`src/rtl/run_monitor_if.sv`:
```
// Signal bundle between a core-side driver and run_monitor: run control, instruction tap,
// counter readback and PC-history readback.
interface run_monitor_if #(
    parameter int unsigned CNT_W      = 32,
    parameter int unsigned HIST_DEPTH = 8
);
    localparam int unsigned HistIdxW = (HIST_DEPTH > 1) ? $clog2(HIST_DEPTH) : 1;

    logic                start;
    logic                clear;
    logic                instr_valid;
    logic [31:0]         instr;
    logic [31:0]         pc;
    logic [2:0]          cnt_sel;
    logic [CNT_W-1:0]    cnt_rdata;
    logic [1:0]          state;
    logic                done;
    logic [HistIdxW-1:0] hist_idx;
    logic [31:0]         hist_pc;

    modport master (
        output start, clear, instr_valid, instr, pc, cnt_sel, hist_idx,
        input  cnt_rdata, state, done, hist_pc
    );

    modport slave (
        input  start, clear, instr_valid, instr, pc, cnt_sel, hist_idx,
        output cnt_rdata, state, done, hist_pc
    );
endinterface

```
`src/rtl/run_monitor.sv`:
```
// Run-control and performance monitor: cycle/instret/per-class counters, halt and timeout
// detection. Define RUN_MON_HIST_EN to build the PC history buffer.
module run_monitor #(
    parameter int unsigned CNT_W      = 32,
    parameter int unsigned MAX_CYCLES = 500,
    parameter logic [31:0] HALT_INSTR = 32'h00000000,
    parameter int unsigned HIST_DEPTH = 8
) (
    input logic        clk,
    input logic        reset_n,
    run_monitor_if.slave bus
);
    typedef enum logic [1:0] {
        StIdle    = 2'b00,
        StRun     = 2'b01,
        StHalt    = 2'b10,
        StTimeout = 2'b11
    } state_e;

    localparam logic [CNT_W-1:0] CntMax = '1;
    localparam logic [63:0]      MaxCyc = 64'(MAX_CYCLES);

    // Counter slots match cnt_sel: 0..5 instruction classes, 6 cycles, 7 instret.
    state_e           state_q, state_d;
    logic [CNT_W-1:0] cnt_q [8];
    logic [CNT_W-1:0] cnt_d [8];
    logic [2:0]       cls;
    logic             is_halt, retire, cnt_clr, run_cnt;
    logic [CNT_W-1:0] cyc_inc;

    function automatic logic [CNT_W-1:0] sat_inc(input logic [CNT_W-1:0] v);
        return (v == CntMax) ? v : v + CNT_W'(1);
    endfunction

    always_comb begin
        cls = 3'd5;
        unique case (bus.instr[6:0])
            7'b0110011: cls = 3'd0;
            7'b0010011: cls = 3'd1;
            7'b0000011: cls = 3'd2;
            7'b0100011: cls = 3'd3;
            7'b1100011: cls = 3'd4;
            default:    cls = 3'd5;
        endcase
    end

    always_comb begin
        is_halt = bus.instr_valid && (bus.instr == HALT_INSTR);
        retire  = bus.instr_valid && !is_halt;
        cyc_inc = sat_inc(cnt_q[6]);
        state_d = state_q;
        cnt_clr = 1'b0;
        run_cnt = 1'b0;
        case (state_q)
            StIdle: begin
                if (bus.start && !bus.clear) begin
                    state_d = StRun;
                    cnt_clr = 1'b1;
                end
            end
            StRun: begin
                if (bus.clear) begin
                    state_d = StIdle;
                end else begin
                    run_cnt = 1'b1;
                    // Halt takes priority over a budget expiry in the same cycle.
                    if (is_halt) begin
                        state_d = StHalt;
                    end else if (64'(cyc_inc) == MaxCyc) begin
                        state_d = StTimeout;
                    end
                end
            end
            StHalt, StTimeout: begin
                if (bus.clear) state_d = StIdle;
            end
            default: state_d = StIdle;
        endcase

        for (int i = 0; i < 8; i++) cnt_d[i] = cnt_q[i];
        if (cnt_clr) begin
            for (int i = 0; i < 8; i++) cnt_d[i] = '0;
        end else if (run_cnt) begin
            cnt_d[6] = cyc_inc;
            if (retire) begin
                cnt_d[7]   = sat_inc(cnt_q[7]);
                cnt_d[cls] = sat_inc(cnt_q[cls]);
            end
        end
    end

    always_ff @(posedge clk or negedge reset_n) begin
        if (!reset_n) begin
            state_q <= StIdle;
            for (int i = 0; i < 8; i++) cnt_q[i] <= '0;
        end else begin
            state_q <= state_d;
            for (int i = 0; i < 8; i++) cnt_q[i] <= cnt_d[i];
        end
    end

    assign bus.cnt_rdata = cnt_q[bus.cnt_sel];
    assign bus.state     = state_q;
    assign bus.done      = state_q[1];

`ifdef RUN_MON_HIST_EN
    localparam int unsigned HistIdxW = (HIST_DEPTH > 1) ? $clog2(HIST_DEPTH) : 1;

    logic [31:0]         hist_q [HIST_DEPTH];
    logic [HistIdxW-1:0] wr_ptr_q, rd_ptr;
    logic [HistIdxW:0]   fill_q;

    // fill_q masks slots not yet written since the last start so they read as zero.
    always_ff @(posedge clk or negedge reset_n) begin
        if (!reset_n) begin
            for (int i = 0; i < HIST_DEPTH; i++) hist_q[i] <= '0;
            wr_ptr_q <= '0;
            fill_q   <= '0;
        end else if (cnt_clr) begin
            wr_ptr_q <= '0;
            fill_q   <= '0;
        end else if (run_cnt && retire) begin
            hist_q[wr_ptr_q] <= bus.pc;
            wr_ptr_q         <= wr_ptr_q + HistIdxW'(1);
            if (fill_q != (HistIdxW + 1)'(HIST_DEPTH)) fill_q <= fill_q + (HistIdxW + 1)'(1);
        end
    end

    assign rd_ptr      = wr_ptr_q - HistIdxW'(1) - bus.hist_idx;
    assign bus.hist_pc = ({1'b0, bus.hist_idx} < fill_q) ? hist_q[rd_ptr] : 32'h0;
`else
    logic unused_hist;
    assign unused_hist = ^{bus.hist_idx, bus.pc};
    assign bus.hist_pc = 32'h0;
`endif
endmodule

```
`src/flat_wrapper.sv`:
```
// flat-port wrapper written by rule: the top's interface ports become plain ports
module run_monitor_flat 
#(
    parameter int unsigned CNT_W      = 32,
    parameter int unsigned MAX_CYCLES = 500,
    parameter logic [31:0] HALT_INSTR = 32'h00000000,
    parameter int unsigned HIST_DEPTH = 8
)
  (clk, reset_n, bus_start, bus_clear, bus_instr_valid, bus_instr, bus_pc, bus_cnt_sel, bus_hist_idx, bus_cnt_rdata, bus_state, bus_done, bus_hist_pc);
  run_monitor_if #(.CNT_W(CNT_W), .HIST_DEPTH(HIST_DEPTH)) bus_i ();
  input logic clk;
  input logic reset_n;
  input wire logic [$bits(bus_i.start)-1:0] bus_start;
  input wire logic [$bits(bus_i.clear)-1:0] bus_clear;
  input wire logic [$bits(bus_i.instr_valid)-1:0] bus_instr_valid;
  input wire logic [$bits(bus_i.instr)-1:0] bus_instr;
  input wire logic [$bits(bus_i.pc)-1:0] bus_pc;
  input wire logic [$bits(bus_i.cnt_sel)-1:0] bus_cnt_sel;
  input wire logic [$bits(bus_i.hist_idx)-1:0] bus_hist_idx;
  output wire logic [$bits(bus_i.cnt_rdata)-1:0] bus_cnt_rdata;
  output wire logic [$bits(bus_i.state)-1:0] bus_state;
  output wire logic [$bits(bus_i.done)-1:0] bus_done;
  output wire logic [$bits(bus_i.hist_pc)-1:0] bus_hist_pc;
  assign bus_i.start = bus_start;
  assign bus_i.clear = bus_clear;
  assign bus_i.instr_valid = bus_instr_valid;
  assign bus_i.instr = bus_instr;
  assign bus_i.pc = bus_pc;
  assign bus_i.cnt_sel = bus_cnt_sel;
  assign bus_i.hist_idx = bus_hist_idx;
  assign bus_cnt_rdata = bus_i.cnt_rdata;
  assign bus_state = bus_i.state;
  assign bus_done = bus_i.done;
  assign bus_hist_pc = bus_i.hist_pc;
  run_monitor #(.CNT_W(CNT_W), .MAX_CYCLES(MAX_CYCLES), .HALT_INSTR(HALT_INSTR), .HIST_DEPTH(HIST_DEPTH)) u_core (.clk(clk), .reset_n(reset_n), .bus(bus_i));
endmodule
```
`config.mk`:
```
export PLATFORM = sky130hd
export DESIGN_NAME = run_monitor_flat
export DESIGN_NICKNAME = d
export VERILOG_FILES = /design/src/rtl/run_monitor_if.sv /design/src/rtl/run_monitor.sv /design/src/flat_wrapper.sv
export SDC_FILE = /design/constraint.sdc
export NUM_CORES = 1
export LEC_CHECK = 0
export BUFFER_PORTS_ARGS = -buffer_cell sky130_fd_sc_hd__buf_2
export CAP_MARGIN = 10
export CELL_PAD_IN_SITES_DETAIL_PLACEMENT = 1
export CELL_PAD_IN_SITES_GLOBAL_PLACEMENT = 2
export CORE_MARGIN = 2
export CORE_UTILIZATION = 31
export CTS_CLUSTER_DIAMETER = 60
export CTS_CLUSTER_SIZE = 16
export DETAILED_ROUTE_END_ITERATION = 8
export PLACE_DENSITY_LB_ADDON = 0.1
export SYNTH_ARGS = -nofsm -noshare
export SYNTH_HDL_FRONTEND = slang
export SYNTH_SLANG_ARGS = --single-unit
```
`constraint.sdc`:
```
create_clock -name clk -period 3 [get_ports clk]
set_clock_uncertainty 0.05 [all_clocks]
set_input_delay 0.15 -clock clk [delete_from_list [all_inputs] [get_ports clk]]
set_output_delay 0.15 -clock clk [all_outputs]
set_load 0.1 [all_outputs]
```
==> flow_summary_export.csv, run 1 <==
group,metric,value,unit
synth,synthArstFlopShare,100,%
drt,wl,67500,um
synth,ys_seq_area_share,39.1,%
power,vdd_drop_max,0.325,mV
final_layout,fillers,5868,
power,pwr-share-comb,12.1,%
worst_setup_path,crit_path_end_kind,"flop",
power,p_switching,2610,uW
hold_path,hp-class,"input port to async pin",
timing,period_share,97.3,%
synth,avgSynthCellArea,9.95,sq um
clocking,cts.path.max_buffers,3,
worst_setup_path,critPathKind,"flop to flop",
clocking,cts_tree,"built",
drt,vias_per_cell,5.65,
grt,use_met3,2.62,%
place,dp_cells,2558,
synth,yosys-top-cells-count,"dfrtp_1, nand3_1, o21ai_0, o21ai_1",
synth,synth_flop_cell,"dfrtp_1",
die,num_io_pins,142,
die,die_height,235,um
job,maxCapViolations,0,
clocking,root_buffer,"clkbuf_16",
final_layout,layout-drive-gt1-share,33.3,%
timing,worst_slew_pin_slew,705,ps
grt,grt_overflow,0,
final_layout,num-nets-final,2007,
synth,yosysMostFrequentCell,"dfrtp_1",
clocking,clock_sinks,258,
drt,drc,0,
place,port-buffer-count,74,
power,swShare,29.0,%
die,core_region_area,52700,sq um
drt,drt_iter0_markers,777,
power,power_density,428,nW/um^2
final_layout,final_cells,2642,
worst_setup_path,rrSetupSlack,80,ps
final_layout,area_growth_syn_to_layout,27.1,%
synth,synth_edf_count,0,
clocking,clk_latency,550,ps
timing,min_period,2920,ps
die,start_util,31.4,%
synth,synth_top_area_share,39.1,%
worst_setup_path,timing.rr.end,"u_core.cnt_q[154]",
worst_setup_path,required,3370,ps
worst_setup_path,r2r-start,"u_core.cnt_q[181]",
timing,slew_headroom,53.0,%
power,p_leak,0.00882,uW
clocking,htreeDepth,2,
grt,grt_use_met2,40.2,%
timing,rsz0062_at_grt,"yes",
grt,grt.total_usage,24.4,%
die,die_area,55200,sq um
die,dieWidth,235,um
die,rows,84,
grt,grt_max_degree,82,
drt,route.vias.total,14915,
drt,first_pass_iters,5,
synth,yosysTopAreaCell,"dfrtp_1",
drt,wl_per_cell,25.5,um
synth,synth.distinct_cells,90,
grt,grt_pass1_wl,103000,um
place,hpwl,49400,um
run_status,status,"complete, no violations",
timing,finalSetupTns,0,ps
final_layout,num_antenna_cells,0,
grt,antenna_found_initial,1,
clocking,cts_made_buffers,35,
worst_setup_path,r2r.worst_path.cells,9,
power,power.share.clock,48.8,%
timing,hold_violations,0,
worst_setup_path,critical_path_peak_fanout,6,
synth,yosysWarnings,0,
timing,fmax,342,MHz
timing,setup_violations,0,
grt,grt_pass1_vias,15769,
power,internal_power,6390,uW
synth,synthTopCellsByArea,"dfrtp_1, mux4_2, nand3_1",
synth,ys_ff_latch,258,
drt,ant_nets,0,
power,seqPwrFrac,39.2,%
worst_setup_path,cp-start-kind,"flop",
clocking,path_clk_slew,70,ps
synth,synthesis.area,16500,sq um
worst_setup_path,crit_arrival,3290,ps
timing,drv_slew,0,
place,routabilityCongestion,0.854,
grt,use_met1,34.3,%
synth,syn_inst,1661,
grt,gr-max-usage-layer,"met2",
[logic make-up (layout without fill, tap and decap cells)]
logic type / Yosys count / count (layout) / share of synthesized area [%]
DFF: 258 / 258 / 39.1
other: 1 / 32 / 0.0227
buffers and inverters: 189 / 451 / 5.81
and+or+nand+nor: 620 / 620 / 21.3
muxes: 149 / 149 / 16.4
adders and majority gates: 3 / 3 / 0.227
AOI/OAI and AO/OA: 377 / 377 / 13.4
xor gates and xnor gates: 64 / 64 / 3.80
[layout by cell type (no fill, tap or decap), types with 6 or more instances in the layout]
master	synthesis	final
xor2_1	28	26
nand3_1	242	240
inv_1	14	14
conb_1	1	32
dfrtp_1	258	258
nor4_1	13	13
inv_6	0	8
clkbuf_1	94	6
nand2_1	74	70
nand2_2	3	6
mux2_2	35	35
nor3_2	9	13
a21o_1	6	6
o22ai_1	12	12
and3_1	23	22
and2_1	8	8
o21ai_0	150	149
a31oi_1	16	16
nor3_1	54	49
or4bb_1	7	7
nand3b_1	6	6
xnor2_1	27	26
o21ai_1	105	103
buf_12	0	35
buf_4	46	259
clkbuf_16	0	35
nand4_1	30	30
nor3_4	6	7
a21oi_1	24	24
buf_2	13	71
nand4bb_1	7	6
mux4_2	94	94
mux2i_1	20	20
nor2_1	88	86
xnor2_2	7	8
o31ai_1	9	9
[power groups by stage]
stage | combinational [uW] | sequential, uW | clock (uW)
floorplan | 633 | 3590 | 0
global placement | 1060 | 3590 | 0
detailed placement | 1070 | 3590 | 0
CTS | 1070 | 3530 | 4510
global route | 1160 | 3530 | 4620
finish | 1090 | 3520 | 4390
[state kept, by name (all words and copies together), names as in the netlist]
| name | count |
|---|---|
| u_core.cnt_q | 256 |
| u_core.bus.state | 2 |
[metrics by stage]
step | hold WS, ps | util [%] | instance area, sq um | setup WS, ps | total power, uW
finish | 69.5 | 39.9 | 21000 | 80.3 | 9000
global route | 113 | 39.9 | 21000 | -17.1 | 9300
CTS | 77.7 | 39.5 | 20800 | 0.0899 | 9110
detailed placement | 66.9 | 37.1 | 19600 | -343 | 4660
global placement | 69.2 | 37.1 | 19600 | -251 | 4650
floorplan | -196 | - | 16700 | 4.26 | 4230
[layer usage]
layer / routed length, um / part of all wire, % / vias up
li1: - / - / 6732
met1: 31400 / 47 / 7822
met3: 2400 / 3.6 / 73
met4: 1370 / 2.0 / 0
met5: 0 / 0 / -
met2: 32300 / 48 / 288
[area by class of cell]
type / instances / area, sq um / area share, %
multi-input cells: 1245 / 9370 / 44.6
flip-flops and latches: 258 / 6460 / 30.7
clock buffers: 41 / 898 / 4.28
inverters: 15 / 56.3 / 0.268
repair buffers: 374 / 3100 / 14.8
well taps: 688 / 861 / 4.10
clock inverters: 21 / 270 / 1.29
[critical path, cell delays in order (launching register included)]
cell	delay, ps
dfrtp_1	410
mux4_2	480
or3_1	340
o311ai_2	110
a211o_1	230
nor4_4	70
and2_4	150
or4b_4	550
xor2_4	300
o21ai_2	100
[repair_timing]
| action | CTS | global route |
|---|---|---|
| pin swaps | 0 | 24 |
| resized for setup | 3 | 24 |
| gates cloned | 0 | 1 |
| endpoints found under the hold margin | 158 | 0 |
| hold buffers | 4 | 0 |
| setup buffers | 0 | 20 |
| setup endpoints to repair | 9 | 58 |
[worst max-delay path by stage]
| stage | startpoint | to | slack (ps) | cells after the start |
|---|---|---|---|---|
| after global placement | bus_instr[2] | u_core.cnt_q[154] | -250 | 12 |
| final | u_core.cnt_q[181] | u_core.cnt_q[154] | 80 | 9 |
| after floorplan | bus_instr[4] | u_core.cnt_q[154] | 4 | 14 |
| after CTS | u_core.cnt_q[181] | u_core.cnt_q[154] | 0.09 | 9 |
| after detailed placement | bus_instr[2] | u_core.cnt_q[154] | -340 | 12 |
| after global routing | u_core.cnt_q[147] | u_core.cnt_q[147] | -20 | 11 |
Power figures use the tool's default switching activity.
==> run 2, diff against run 1 <==
--- a/config.mk
+++ b/config.mk
@@ -9,8 +9,8 @@
 export CAP_MARGIN = 10
 export CELL_PAD_IN_SITES_DETAIL_PLACEMENT = 1
 export CELL_PAD_IN_SITES_GLOBAL_PLACEMENT = 2
-export CORE_MARGIN = 2
-export CORE_UTILIZATION = 31
+export CORE_MARGIN = 8
+export CORE_UTILIZATION = 30
 export CTS_CLUSTER_DIAMETER = 60
 export CTS_CLUSTER_SIZE = 16
 export DETAILED_ROUTE_END_ITERATION = 8
==> run 2 against run 1 <==
Net effect:
- the flow now finishes with violations (negative setup slack)
- clock power rose by 3%
- combinational power barely moved
- count of clock-buffer cells in the layout rose by 2
- non-clock buffer count rose by 2
- critical path depth rose by 2
- design area rose by 1.5%
- critical path type unchanged
- core utilization fell by 0.96 points
- final cell count rose by 0.83%
- hold slack improved by 140 ps
==> flow_summary_export.csv, run 2 (synthesis results as in run 1) <==
group,metric,value,unit
job,maxCapViolations,0,
die,num_io_pins,142,
hold_path,hp-class,"input port to flop",
worst_setup_path,crit_arrival,3390,ps
run_status,violations,"negative setup slack",
drt,drt_iter0_markers,821,
drt,drc,0,
worst_setup_path,cp-start-kind,"flop",
timing,drv_slew,0,
timing,setup_ws,-15.8,ps
grt,antenna_found_initial,5,
clocking,path_clk_slew,60,ps
power,power.share.clock,49.4,%
timing,period_share,101,%
die,dieWidth,251,um
die,die_height,251,um
die,start_util,30.2,%
final_layout,final_common_cell,"dfrtp_1",
power,seqPwrFrac,38.6,%
timing,hold_violations,0,
worst_setup_path,critical_path_peak_fanout,6,
power,vdd_drop_max,0.325,mV
die,rows,86,
clocking,cts.path.max_buffers,3,
grt,grt_overflow,0,
clocking,clock_sinks,258,
worst_setup_path,required,3380,ps
drt,wl,68500,um
timing,rsz0062_at_grt,"yes",
final_layout,num-nets-final,2011,
final_layout,largest_register_ffs,256,
grt,grt_pass1_wl,104000,um
place,place_area,19600,sq um
hold_path,holdPathStages,5,
grt,grt_pass1_vias,15773,
final_layout,final_cell_mix,"dfrtp_1, buf_4, nand3_1",
worst_setup_path,critPathKind,"flop to flop",
power,finalPower,9130,uW
clocking,clk_latency,570,ps
power,swShare,29.6,%
final_layout,top_register,"u_core.cnt_q",
final_layout,design_area,21300,sq um
timing,fmax,332,MHz
run_status,status,"finished, violations left",
final_layout,area_growth_syn_to_layout,29.0,%
final_layout,layout-drive-gt1-share,35.4,%
power,p_leak,0.00894,uW
die,core_region_area,54800,sq um
drt,route.vias.total,14806,
power,internal_power,6430,uW
timing,setup_violations,1,
worst_setup_path,r2r.worst_path.cells,11,
final_layout,num_antenna_cells,0,
timing,slew_headroom,42.4,%
clocking,cts_tree,"built",
die,die_area,62900,sq um
power,pwr-share-comb,12.0,%
worst_setup_path,crit_path_end_kind,"flop",
clocking,cts_made_buffers,37,
timing,worst_slew_pin_slew,864,ps
drt,ant_nets,0,
timing,min_period,3020,ps
drt,vias_per_cell,5.56,
power,p_switching,2700,uW
grt,grt_max_degree,95,
place,routabilityCongestion,0.830,
clocking,htreeDepth,2,
drt,first_pass_iters,5,
place,port-buffer-count,74,
place,place_ws,-290,ps
grt,grt.total_usage,21.5,%
clocking,root_buffer,"clkbuf_16",
drt,wl_per_cell,25.7,um
power,power_density,428,nW/um^2
place,hpwl,50000,um
[run 2: cell count changes in the layout (fill, tap and decap cells not counted), moves of 5 or more]
| cell | change |
|---|---|
| buf_6 | +5 |
| o21ai_0 | -9 |
| o21ai_1 | -17 |
| o21ai_2 | +26 |
[run 2: through the flow]
stage               setup TNS (ps)  util [%]  instances  hold WS (ps)
floorplan                        0         -       1692          -196
global placement            -25260      35.8       2580           233
detailed placement          -27250      35.8       2580           240
CTS                              0      38.2       2650           174
global route                 -1650      38.9       2664           238
finish                       -15.8      38.9       2664           208
[run 2: power by group through the flow]
stage                     logic [uW]  registers (uW)  clock network [uW]
final                           1090            3530                4510
after global routing            1170            3530                4740
after global placement          1060            3590                   0
after floorplan                  633            3590                   0
after CTS                       1090            3530                4640
after detailed placement        1080            3590                   0
[run 2: worst paths after layout]
check | start | end | slack (ps)
setup / recovery | u_core.cnt_q[245] | u_core.cnt_q[150] | -20
hold / removal | bus_start | u_core.cnt_q[210] | 210
hold reg to reg | u_core.cnt_q[220] | u_core.cnt_q[220] | 480
min in group asynchronous | reset_n | u_core.cnt_q[76] | 220
setup reg to reg | u_core.cnt_q[245] | u_core.cnt_q[150] | -20
max in group asynchronous | reset_n | u_core.cnt_q[217] | 1740
[run 2: layout make-up]
type                       count  area [sq um]
inverter                      15          56.3
fill                        6066         33400
clock inverter                23           255
multi-input combinational   1245          9560
clock buffer                  43           978
tap                          704           881
timing repair buffer         376          3140
sequential                   258          6460
[run 2: repair_timing]
action                                 4_1_cts  5_1_grt
hold buffers                                 4        0
pin swaps                                    1       66
gates resized for setup                      4       78
gates cloned                                 0        0
setup endpoints to repair                   16      150
endpoints found under the hold margin       90        0
setup buffers                                0       16
[run 2: layer usage]
layer | part of all wire, % | vias up | wire, um | GRT usage (%)
li1 | - | 6746 | - | -
met1 | 46 | 7708 | 31500 | 29.0
met2 | 48 | 266 | 32600 | 35.6
met3 | 3.9 | 86 | 2690 | 3.38
met4 | 2.5 | 0 | 1730 | 6.22
met5 | 0 | - | 0 | 0
[run 2: critical path, stage by stage (launching register included)]
cell	delay (ps)
dfrtp_1	400
mux4_2	480
or3_4	390
o311ai_4	70
a211o_1	200
nor4_4	80
and2_4	180
buf_6	130
nor4b_4	270
xor2_1	310
buf_4	220
o21ai_0	100
==> run 3, diff against run 2 <==
--- a/config.mk
+++ b/config.mk
@@ -9,7 +9,6 @@
 export CAP_MARGIN = 10
 export CELL_PAD_IN_SITES_DETAIL_PLACEMENT = 1
 export CELL_PAD_IN_SITES_GLOBAL_PLACEMENT = 2
-export CORE_MARGIN = 8
 export CORE_UTILIZATION = 30
 export CTS_CLUSTER_DIAMETER = 60
 export CTS_CLUSTER_SIZE = 16
==> run 3 against run 2 <==
Net effect:
- the run now ends clean
- design area barely moved
- non-clock buffer count fell by 17
- flip-flop and latch count did not move
- count of clock-buffer cells in the layout did not move
- register-to-register slack improved by 20 ps
- critical endpoint is now u_core.cnt_q[119]
==> flow_summary_export.csv, run 3 (synthesis results as in run 1) <==
group,metric,value,unit
timing,fmax,333,MHz
drt,vias_per_cell,5.60,
drt,drc,0,
final_layout,design_area,21300,sq um
worst_setup_path,critPathKind,"flop to flop",
die,die_height,237,um
die,core_region_area,54100,sq um
final_layout,area_growth_syn_to_layout,29.1,%
drt,wl,66700,um
power,power_density,433,nW/um^2
drt,first_pass_iters,5,
final_layout,final_common_cell,"dfrtp_1",
place,place_area,19500,sq um
timing,slew_headroom,36.7,%
timing,setup_violations,0,
die,rows,85,
clocking,cts_made_buffers,38,
die,die_area,56000,sq um
final_layout,num-nets-final,1995,
die,num_io_pins,142,
clocking,htreeDepth,2,
drt,ant_nets,0,
worst_setup_path,critPathSlowestCell,"nor4_4",
worst_setup_path,critical_path_peak_fanout,6,
power,pwr-share-comb,11.6,%
timing,rsz0062_at_grt,"yes",
drt,drt_iter0_markers,841,
grt,grt_max_degree,81,
grt,grt_pass1_wl,102000,um
worst_setup_path,critPathMaxStageDelay,450,ps
clocking,clock_sinks,258,
worst_setup_path,required,3390,ps
grt,antenna_found_initial,4,
power,p_leak,0.00890,uW
job,maxCapViolations,0,
timing,hold_violations,0,
worst_setup_path,crit_arrival,3380,ps
worst_setup_path,crit_path_end_kind,"flop",
final_layout,final_cells,2642,
power,seqPwrFrac,38.2,%
final_layout,layout-drive-gt1-share,35.1,%
grt,grt_pass1_vias,15659,
power,finalPower,9230,uW
clocking,path_clk_slew,70,ps
clocking,cts.path.max_buffers,3,
die,start_util,30.5,%
final_layout,top_register,"u_core.cnt_q",
clocking,root_buffer,"clkbuf_16",
power,p_switching,2710,uW
die,dieWidth,237,um
worst_setup_path,crit_path_cell_trace,"mux4_2, or3_4, o311ai_4, a211o_1, nor4_4, nand4_1, buf_6, buf_12, and4b_1, xor2_1, buf_4, o21ai_1",
place,port-buffer-count,74,
power,swShare,29.4,%
final_layout,largest_register_ffs,256,
power,internal_power,6520,uW
hold_path,hp-class,"input port to async pin",
drt,wl_per_cell,25.3,um
final_layout,fillers,5992,
place,routabilityCongestion,0.857,
grt,grt.total_usage,24.3,%
place,dp_cells,2560,
timing,period_share,100,%
timing,finalSetupTns,0,ps
timing,min_period,3000,ps
run_status,status,"complete, no violations",
final_layout,final_cell_mix,"dfrtp_1, nand3_1, buf_4",
grt,grt_overflow,0,
power,power.share.clock,50.2,%
timing,worst_slew_pin_slew,949,ps
power,vdd_drop_max,0.370,mV
worst_setup_path,rrSetupSlack,1,ps
worst_setup_path,cp-start-kind,"flop",
drt,route.vias.total,14787,
clocking,cts_tree,"built",
timing,worst_hold_slack,163,ps
timing,drv_slew,0,
clocking,clk_latency,560,ps
place,hpwl,48600,um
run 3: cell types whose count changed in the layout (fill, tap and decap cells not counted), sizes merged:
cell	change
buf	-17
clkinv	-1
clkinvlp	+3
diode	+1
run 3: what timing repair did:
action | CTS | global route
gates resized for setup | 4 | 85
buffers inserted | 0 | 11
endpoints found under the setup margin | 74 | 121
endpoints found under the hold margin | 76 | 0
hold buffers | 4 | 0
pin swaps | 1 | 55
run 3: layout make-up:
cell class / count / area [sq um] / area share (%)
Inverter: 15 / 56.3 / 0.264
Timing Repair Buffer: 359 / 3030 / 14.2
Tap cell: 696 / 871 / 4.08
Clock buffer: 43 / 1020 / 4.79
Multi-Input combinational cell: 1245 / 9620 / 45.1
Clock inverter: 25 / 272 / 1.27
Sequential cell: 258 / 6460 / 30.3
Antenna cell: 1 / 2.50 / 0.0117
run 3: critical path, delay by kind of cell, from the launching register on:
| family | cells | cell delay (ps) |
|---|---|---|
| AO/OA/AOI/OAI | 3 | 500 |
| buffers and inverters | 3 | 540 |
| flip-flops | 1 | 370 |
| multiplexers | 1 | 240 |
| AND/OR/NAND/NOR | 4 | 1000 |
| XOR/XNOR | 1 | 180 |
run 3: worst paths after layout:
kind	from	end	cells after the start
setup / recovery	u_core.cnt_q[149]	u_core.cnt_q[119]	12
hold / removal	reset_n	u_core.cnt_q[233]	2
setup reg to reg	u_core.cnt_q[149]	u_core.cnt_q[119]	12
hold reg to reg	u_core.cnt_q[190]	u_core.cnt_q[190]	2
max in group asynchronous	reset_n	u_core.cnt_q[52]	3
min in group clk	bus_start	u_core.cnt_q[27]	5
run 3: power groups by stage:
stage | clock (uW) | sequential, uW | combinational [uW]
finish | 4640 | 3520 | 1070
global route | 4870 | 3530 | 1150
global placement | 0 | 3590 | 1050
CTS | 4760 | 3520 | 1070
floorplan | 0 | 3590 | 633
detailed placement | 0 | 3590 | 1060
run 3: stage by stage:
step	setup WS (ps)	utilization [%]
finish	1.33	39.4
global route	-133	39.4
CTS	13.9	38.6
detailed placement	-668	36.1
global placement	-673	36.1
floorplan	4.26	-
run 3: routing by layer:
metal,routed length (um),up-vias,global-route usage (%)
met3,2550,89,3.12
met2,31900,268,39.2
met1,30500,7718,33.6
met5,0,-,0
li1,-,6712,-
met4,1800,0,7.79
